===== src/rtl/ir_decoder.sv =====
// ir_decoder: receiver for the 36 kHz IR command link.
// Recovers 32-bit pulse-distance coded command words (LSB first) from raw
// carrier or a demodulated envelope and presents them on a valid/ready port.
// Bit 31 of every frame is unrecoverable on the line and is always reported 0.
// Optional feature macro: IR_DECODER_ACTIVE_LOW_EN (inverts ir_input for
// TSOP-style demodulators whose output is low during a mark).
module ir_decoder #(
    parameter int unsigned CLK_FREQ    = 25_000_000,
    parameter int unsigned START_TICKS = 112_500,
    parameter int unsigned BIT_TICKS   = 13_888,
    parameter int unsigned HOLD_TICKS  = 1024
) (
    input  logic        clk,
    input  logic        rst,
    input  logic        ir_input,
    output logic [31:0] cmd,
    output logic        valid,
    input  logic        ready,
    output logic        err,
    output logic        overrun
);

    localparam int unsigned DUR_W         = 20;
    localparam int unsigned HOLD_W        = $clog2(HOLD_TICKS + 1);
    localparam int unsigned CARRIER_HZ    = 36_000;
    localparam int unsigned CARRIER_TICKS = CLK_FREQ / CARRIER_HZ;
    localparam int unsigned ONE_TICKS     = 3 * BIT_TICKS;

    // Acceptance windows: nominal +/- 25 %
    localparam logic [DUR_W-1:0] START_LO = DUR_W'(START_TICKS - (START_TICKS >> 2));
    localparam logic [DUR_W-1:0] START_HI = DUR_W'(START_TICKS + (START_TICKS >> 2));
    localparam logic [DUR_W-1:0] BIT_LO   = DUR_W'(BIT_TICKS - (BIT_TICKS >> 2));
    localparam logic [DUR_W-1:0] BIT_HI   = DUR_W'(BIT_TICKS + (BIT_TICKS >> 2));
    localparam logic [DUR_W-1:0] ONE_LO   = DUR_W'(ONE_TICKS - (ONE_TICKS >> 2));
    localparam logic [DUR_W-1:0] ONE_HI   = DUR_W'(ONE_TICKS + (ONE_TICKS >> 2));
    localparam logic [DUR_W-1:0] DUR_MAX  = '1;

    // The envelope hold must bridge carrier gaps yet stay short against a bit
    if (HOLD_TICKS <= CARRIER_TICKS) begin : g_hold_too_short
        $error("ir_decoder: HOLD_TICKS must exceed the carrier period");
    end
    if (4 * HOLD_TICKS >= BIT_TICKS) begin : g_hold_too_long
        $error("ir_decoder: HOLD_TICKS must be below BIT_TICKS/4");
    end

    typedef enum logic [2:0] {
        S_IDLE,
        S_START_MARK,
        S_START_SPACE,
        S_BIT_MARK,
        S_BIT_SPACE
    } state_t;

    logic              ir_raw_c;
    logic [1:0]        sync;
    logic [HOLD_W-1:0] hold_cnt;
    logic [HOLD_W-1:0] hold_next;
    logic              env;
    logic              env_prev;
    logic              rise_c;
    logic              fall_c;
    logic [DUR_W-1:0]  dur;
    logic [DUR_W-1:0]  limit_c;
    logic              timeout_c;
    state_t            state;
    logic [4:0]        bit_cnt;
    logic [30:0]       shreg;

`ifdef IR_DECODER_ACTIVE_LOW_EN
    assign ir_raw_c = ~ir_input;
`else
    assign ir_raw_c = ir_input;
`endif

    function automatic logic in_win(input logic [DUR_W-1:0] d,
                                    input logic [DUR_W-1:0] lo,
                                    input logic [DUR_W-1:0] hi);
        return (d >= lo) && (d <= hi);
    endfunction

    // Hold counter next value: reload on any high sample, else count down to 0
    always_comb begin
        hold_next = hold_cnt;
        if (sync[1]) begin
            hold_next = HOLD_W'(HOLD_TICKS);
        end else if (hold_cnt != '0) begin
            hold_next = hold_cnt - HOLD_W'(1);
        end
    end

    // Synchronizer, envelope hold and registered envelope with its delayed copy
    always_ff @(posedge clk) begin
        if (rst) begin
            sync     <= '0;
            hold_cnt <= '0;
            env      <= 1'b0;
            env_prev <= 1'b0;
        end else begin
            sync     <= {sync[0], ir_raw_c};
            hold_cnt <= hold_next;
            env      <= (hold_next != '0);
            env_prev <= env;
        end
    end

    assign rise_c = env & ~env_prev;
    assign fall_c = ~env & env_prev;

    // Duration of the current envelope level, restarted on every edge
    always_ff @(posedge clk) begin
        if (rst) begin
            dur <= '0;
        end else if (rise_c || fall_c) begin
            dur <= '0;
        end else if (dur != DUR_MAX) begin
            dur <= dur + DUR_W'(1);
        end
    end

    // Longest legal duration in each state; exceeding it aborts without an edge
    always_comb begin
        limit_c = DUR_MAX;
        case (state)
            S_START_MARK,
            S_START_SPACE: limit_c = START_HI;
            S_BIT_MARK:    limit_c = BIT_HI;
            S_BIT_SPACE:   limit_c = ONE_HI;
            default:       limit_c = DUR_MAX;
        endcase
    end

    assign timeout_c = (state != S_IDLE) && (dur > limit_c);

    // Frame FSM, bit assembly and output handshake
    always_ff @(posedge clk) begin
        if (rst) begin
            state   <= S_IDLE;
            bit_cnt <= '0;
            shreg   <= '0;
            cmd     <= '0;
            valid   <= 1'b0;
            err     <= 1'b0;
            overrun <= 1'b0;
        end else begin
            err     <= 1'b0;
            overrun <= 1'b0;
            if (valid && ready) begin
                valid <= 1'b0;
            end
            case (state)
                S_IDLE: begin
                    if (rise_c) begin
                        state <= S_START_MARK;
                    end
                end
                S_START_MARK: begin
                    if (fall_c) begin
                        if (in_win(dur, START_LO, START_HI)) begin
                            state <= S_START_SPACE;
                        end else begin
                            err   <= 1'b1;
                            state <= S_IDLE;
                        end
                    end else if (timeout_c) begin
                        err   <= 1'b1;
                        state <= S_IDLE;
                    end
                end
                S_START_SPACE: begin
                    if (rise_c) begin
                        if (in_win(dur, START_LO, START_HI)) begin
                            bit_cnt <= '0;
                            shreg   <= '0;
                            state   <= S_BIT_MARK;
                        end else begin
                            err   <= 1'b1;
                            state <= S_IDLE;
                        end
                    end else if (timeout_c) begin
                        err   <= 1'b1;
                        state <= S_IDLE;
                    end
                end
                S_BIT_MARK: begin
                    if (fall_c) begin
                        if (!in_win(dur, BIT_LO, BIT_HI)) begin
                            err   <= 1'b1;
                            state <= S_IDLE;
                        end else if (bit_cnt == 5'd31) begin
                            // Last mark: its space merges into the inter-frame gap
                            state <= S_IDLE;
                            if (!valid || ready) begin
                                cmd   <= {1'b0, shreg};
                                valid <= 1'b1;
                            end else begin
                                overrun <= 1'b1;
                            end
                        end else begin
                            state <= S_BIT_SPACE;
                        end
                    end else if (timeout_c) begin
                        err   <= 1'b1;
                        state <= S_IDLE;
                    end
                end
                S_BIT_SPACE: begin
                    if (rise_c) begin
                        if (in_win(dur, BIT_LO, BIT_HI)) begin
                            shreg   <= {1'b0, shreg[30:1]};
                            bit_cnt <= bit_cnt + 5'd1;
                            state   <= S_BIT_MARK;
                        end else if (in_win(dur, ONE_LO, ONE_HI)) begin
                            shreg   <= {1'b1, shreg[30:1]};
                            bit_cnt <= bit_cnt + 5'd1;
                            state   <= S_BIT_MARK;
                        end else begin
                            err   <= 1'b1;
                            state <= S_IDLE;
                        end
                    end else if (timeout_c) begin
                        err   <= 1'b1;
                        state <= S_IDLE;
                    end
                end
                default: begin
                    state <= S_IDLE;
                end
            endcase
        end
    end

endmodule

===== config.mk =====
export PLATFORM = sky130hd
export DESIGN_NAME = ir_decoder
export DESIGN_NICKNAME = d
export VERILOG_FILES = /design/src/rtl/ir_decoder.sv
export SDC_FILE = /design/constraint.sdc
export NUM_CORES = 1
export LEC_CHECK = 0
export ABC_AREA = 1
export CAP_MARGIN = 20
export CORE_AREA = 8 8 116 118
export CTS_BUF_LIST = sky130_fd_sc_hd__clkbuf_4 sky130_fd_sc_hd__clkbuf_8 sky130_fd_sc_hd__clkbuf_16
export DETAILED_ROUTE_END_ITERATION = 10
export DIE_AREA = 0 0 124 126
export DONT_BUFFER_PORTS = 1
export PLACE_DENSITY = 0.73
export SYNTH_ARGS = -nofsm -noshare
export SYNTH_HDL_FRONTEND = slang
export SYNTH_SLANG_ARGS = --single-unit

===== constraint.sdc =====
create_clock -name clk -period 3.5 [get_ports clk]
set_clock_uncertainty 0.15 [all_clocks]
set_input_delay 0.175 -clock clk [delete_from_list [all_inputs] [get_ports clk]]
set_output_delay 0.175 -clock clk [all_outputs]
set_load 0.02 [all_outputs]

==> impl_metrics.toml <==
[run]
cap_violations = 0

[run_status]
status = "finished, final reports clean"

[yosys]
synthesis.nets = 825
netlist_area_um2 = 5680
yosysTopAreaCell = "dfxtp_1"
avgSynthCellArea_um2 = 7.10
yosysSeqAreaShare_pct = 38.1
async_flop_share_pct = 0
synth_edf_count = 0
netlist-cell-type-count = 38
synth_top_area_share_pct = 38.1
synth-seq-cells = 108
synthTopCellsByArea = "dfxtp_1 (38%), nand2_1 (9.9%), a21oi_1 (8.3%), inv_1 (6.5%), ha_1 (4.8%)"
yosysWarnings = 0
syn_inst = 799
synthFlopType = "dfxtp_1"

[final_layout]
layout-drive-gt1-share_pct = 6.42
final_cell_mix = "nand2_1 (149), dfxtp_1 (108), inv_1 (99), a21oi_1 (94), nor2_1 (66)"
final_cells = 941
final_core_util_pct = 51.7
fin_nets = 815
areaGrowthSynthToFinish_pct = 6.74
fillers = 1166
insertedDiodeCount = 0
layout_commonest_cell = "nand2_1"

[place]
place_inst = 920
place_hpwl_um = 8750
portBuffers = 0
gp_congestion = 0.927

[worst_setup_path]
crit_path_start_kind = "register"
rrSetupSlack_ns = 0.45
arrival_ns = 3.15
path_class = "reg -> reg"
cp-end-kind = "register"
crit_path_max_fanout = 7
cp.required_ns = 3.61

[sta]
finalHoldViolCount = 0
tns_ns = 0
min_period_over_period_pct = 87.1
post-route-min-period_ns = 3.05
rsz0062_at_grt = "no"
drv_slew = 0
setup_violations = 0
clock.fmax_ghz = 0.328
max_slew.worst_pin.slew_ns = 0.602
relSlewSlack_pct = 59.8

[clock_tree]
htree_levels = 3
cts_root_buffer = "clkbuf_16"
clk_pin_slew_worst_paths_ns = 0.08
cts_resized = 0
clock_latency_ns = 0.36
post_cts_buffers = 0
cts_sinks = 108
cts_buffer_depth = 2
holdBufCountCts = 5
tritoncts = "built"
cts_buffers = 9

[floorplanning]
core_area_um2 = 11700
die_w_um = 124
dieArea_um2 = 15600
initial_core_util_pct = 48.5
rows = 40
die_y_um = 126
ioPinCount = 39

[drt]
via_per_inst = 5.34
vias = 5026
drtPass1Iterations = 5
drt_iter0_drc = 501
wl_per_cell_um = 13.6
drt_wl_total_um = 12800
ant_nets = 0
drc_errors = 0

[grt]
antenna_found_initial = 0
grt_max_degree = 54
grt_pass1_vias = 4378
grt_use_total_pct = 16.1
grt_overflow = 0
grt_pass1_wl_um = 20700

[pwr]
power_density_nw_per_um2 = 496
power.total_mw = 3.01
p_leak_nw = 2.46
worst_ir_drop_vdd_uv = 468

[hold_path]
min_path_type = "in -> reg"
==> state kept, by name, indices dropped and copies added, names as in the netlist, 2 cells and up <==
signal,cells
dur,20
state,3
shreg,31
sync,2
bit_cnt,5
hold_cnt,11
cmd,31
==> cell type report <==
class / instances / area, um2 / area share (%)
multi-input combinational: 550 / 2880 / 47.5
tap: 147 / 184 / 3.04
clock buffer: 10 / 239 / 3.94
clock inverter: 6 / 78.8 / 1.30
timing repair buffer: 12 / 113 / 1.86
sequential: 108 / 2160 / 35.7
inverter: 108 / 405 / 6.69
==> layer usage <==
metal | wire, um | part of all wire [%] | track usage (%) | vias to the layer above
met5 | 0 | 0 | 0 | -
met4 | 251 | 2.0 | 6.58 | 0
met3 | 684 | 5.3 | 3.44 | 24
li1 | - | - | - | 2614
met2 | 5850 | 46 | 25.2 | 108
met1 | 6040 | 47 | 21.0 | 2280
==> cell usage after synthesis (12+ instances only) <==
cell type and n:
ha_1 22, nand3_1 53, inv_1 99, o21ai_0 22, a21oi_1 94, o21ai_1 33, nor3_1 13, clkbuf_1 12
nor2_1 67, nand2_1 149, dfxtp_1 108, nand4_1 44, xor2_1 12
==> where the power goes <==
part	internal [mW]	switching [mW]
clock network	0.590	0.491
logic	0.211	0.382
registers	1.29	0.0436
total	2.09	0.916
==> metrics by stage <==
stage	cell area, um2	setup WS, ns	hold slack [ns]
finish	6060	0.452	0.102
global route	6060	0.0394	0.153
CTS	6060	0.463	0.105
detailed placement	5680	0.490	0.101
global placement	5680	0.631	0.0993
floorplan	5680	0.720	0.132
==> critical path: stages (launching register included) <==
cell,delay (ns)
dfxtp_1,0.39
inv_1,0.14
nand2_1,0.13
nor2_1,0.13
nor2_1,0.22
nand3_1,0.30
ha_1,0.41
nand2_1,0.07
nor2_1,0.13
nand3_1,0.09
nor2_1,0.16
nand4_1,0.10
nand2_1,0.07
inv_1,0.05
nand3_1,0.12
nand2_1,0.06
nand2_1,0.06
nand3_1,0.07
nand2_1,0.06
inv_1,0.04
==> worst paths after layout <==
| kind | start | endpoint | depth (start not counted) |
|---|---|---|---|
| max | state[2] | err | 19 |
| min | rst | env | 4 |
| max reg2reg | state[2] | err | 19 |
| min reg2reg | sync[0] | sync[1] | 2 |
==> cells by family after synthesis <==
kind of cell | after synthesis | synth area share [%]
buffers and inverters | 141 | 11.3
XOR/XNOR | 16 | 2.47
adder cells (fa/ha/maj) | 22 | 4.85
AO/OA/AOI/OAI | 159 | 14.4
AND/OR/NAND/NOR | 352 | 28.9
flip-flops | 108 | 38.1
other | 1 | 0.0661
Note: power is estimated with default switching activity, not from simulation.
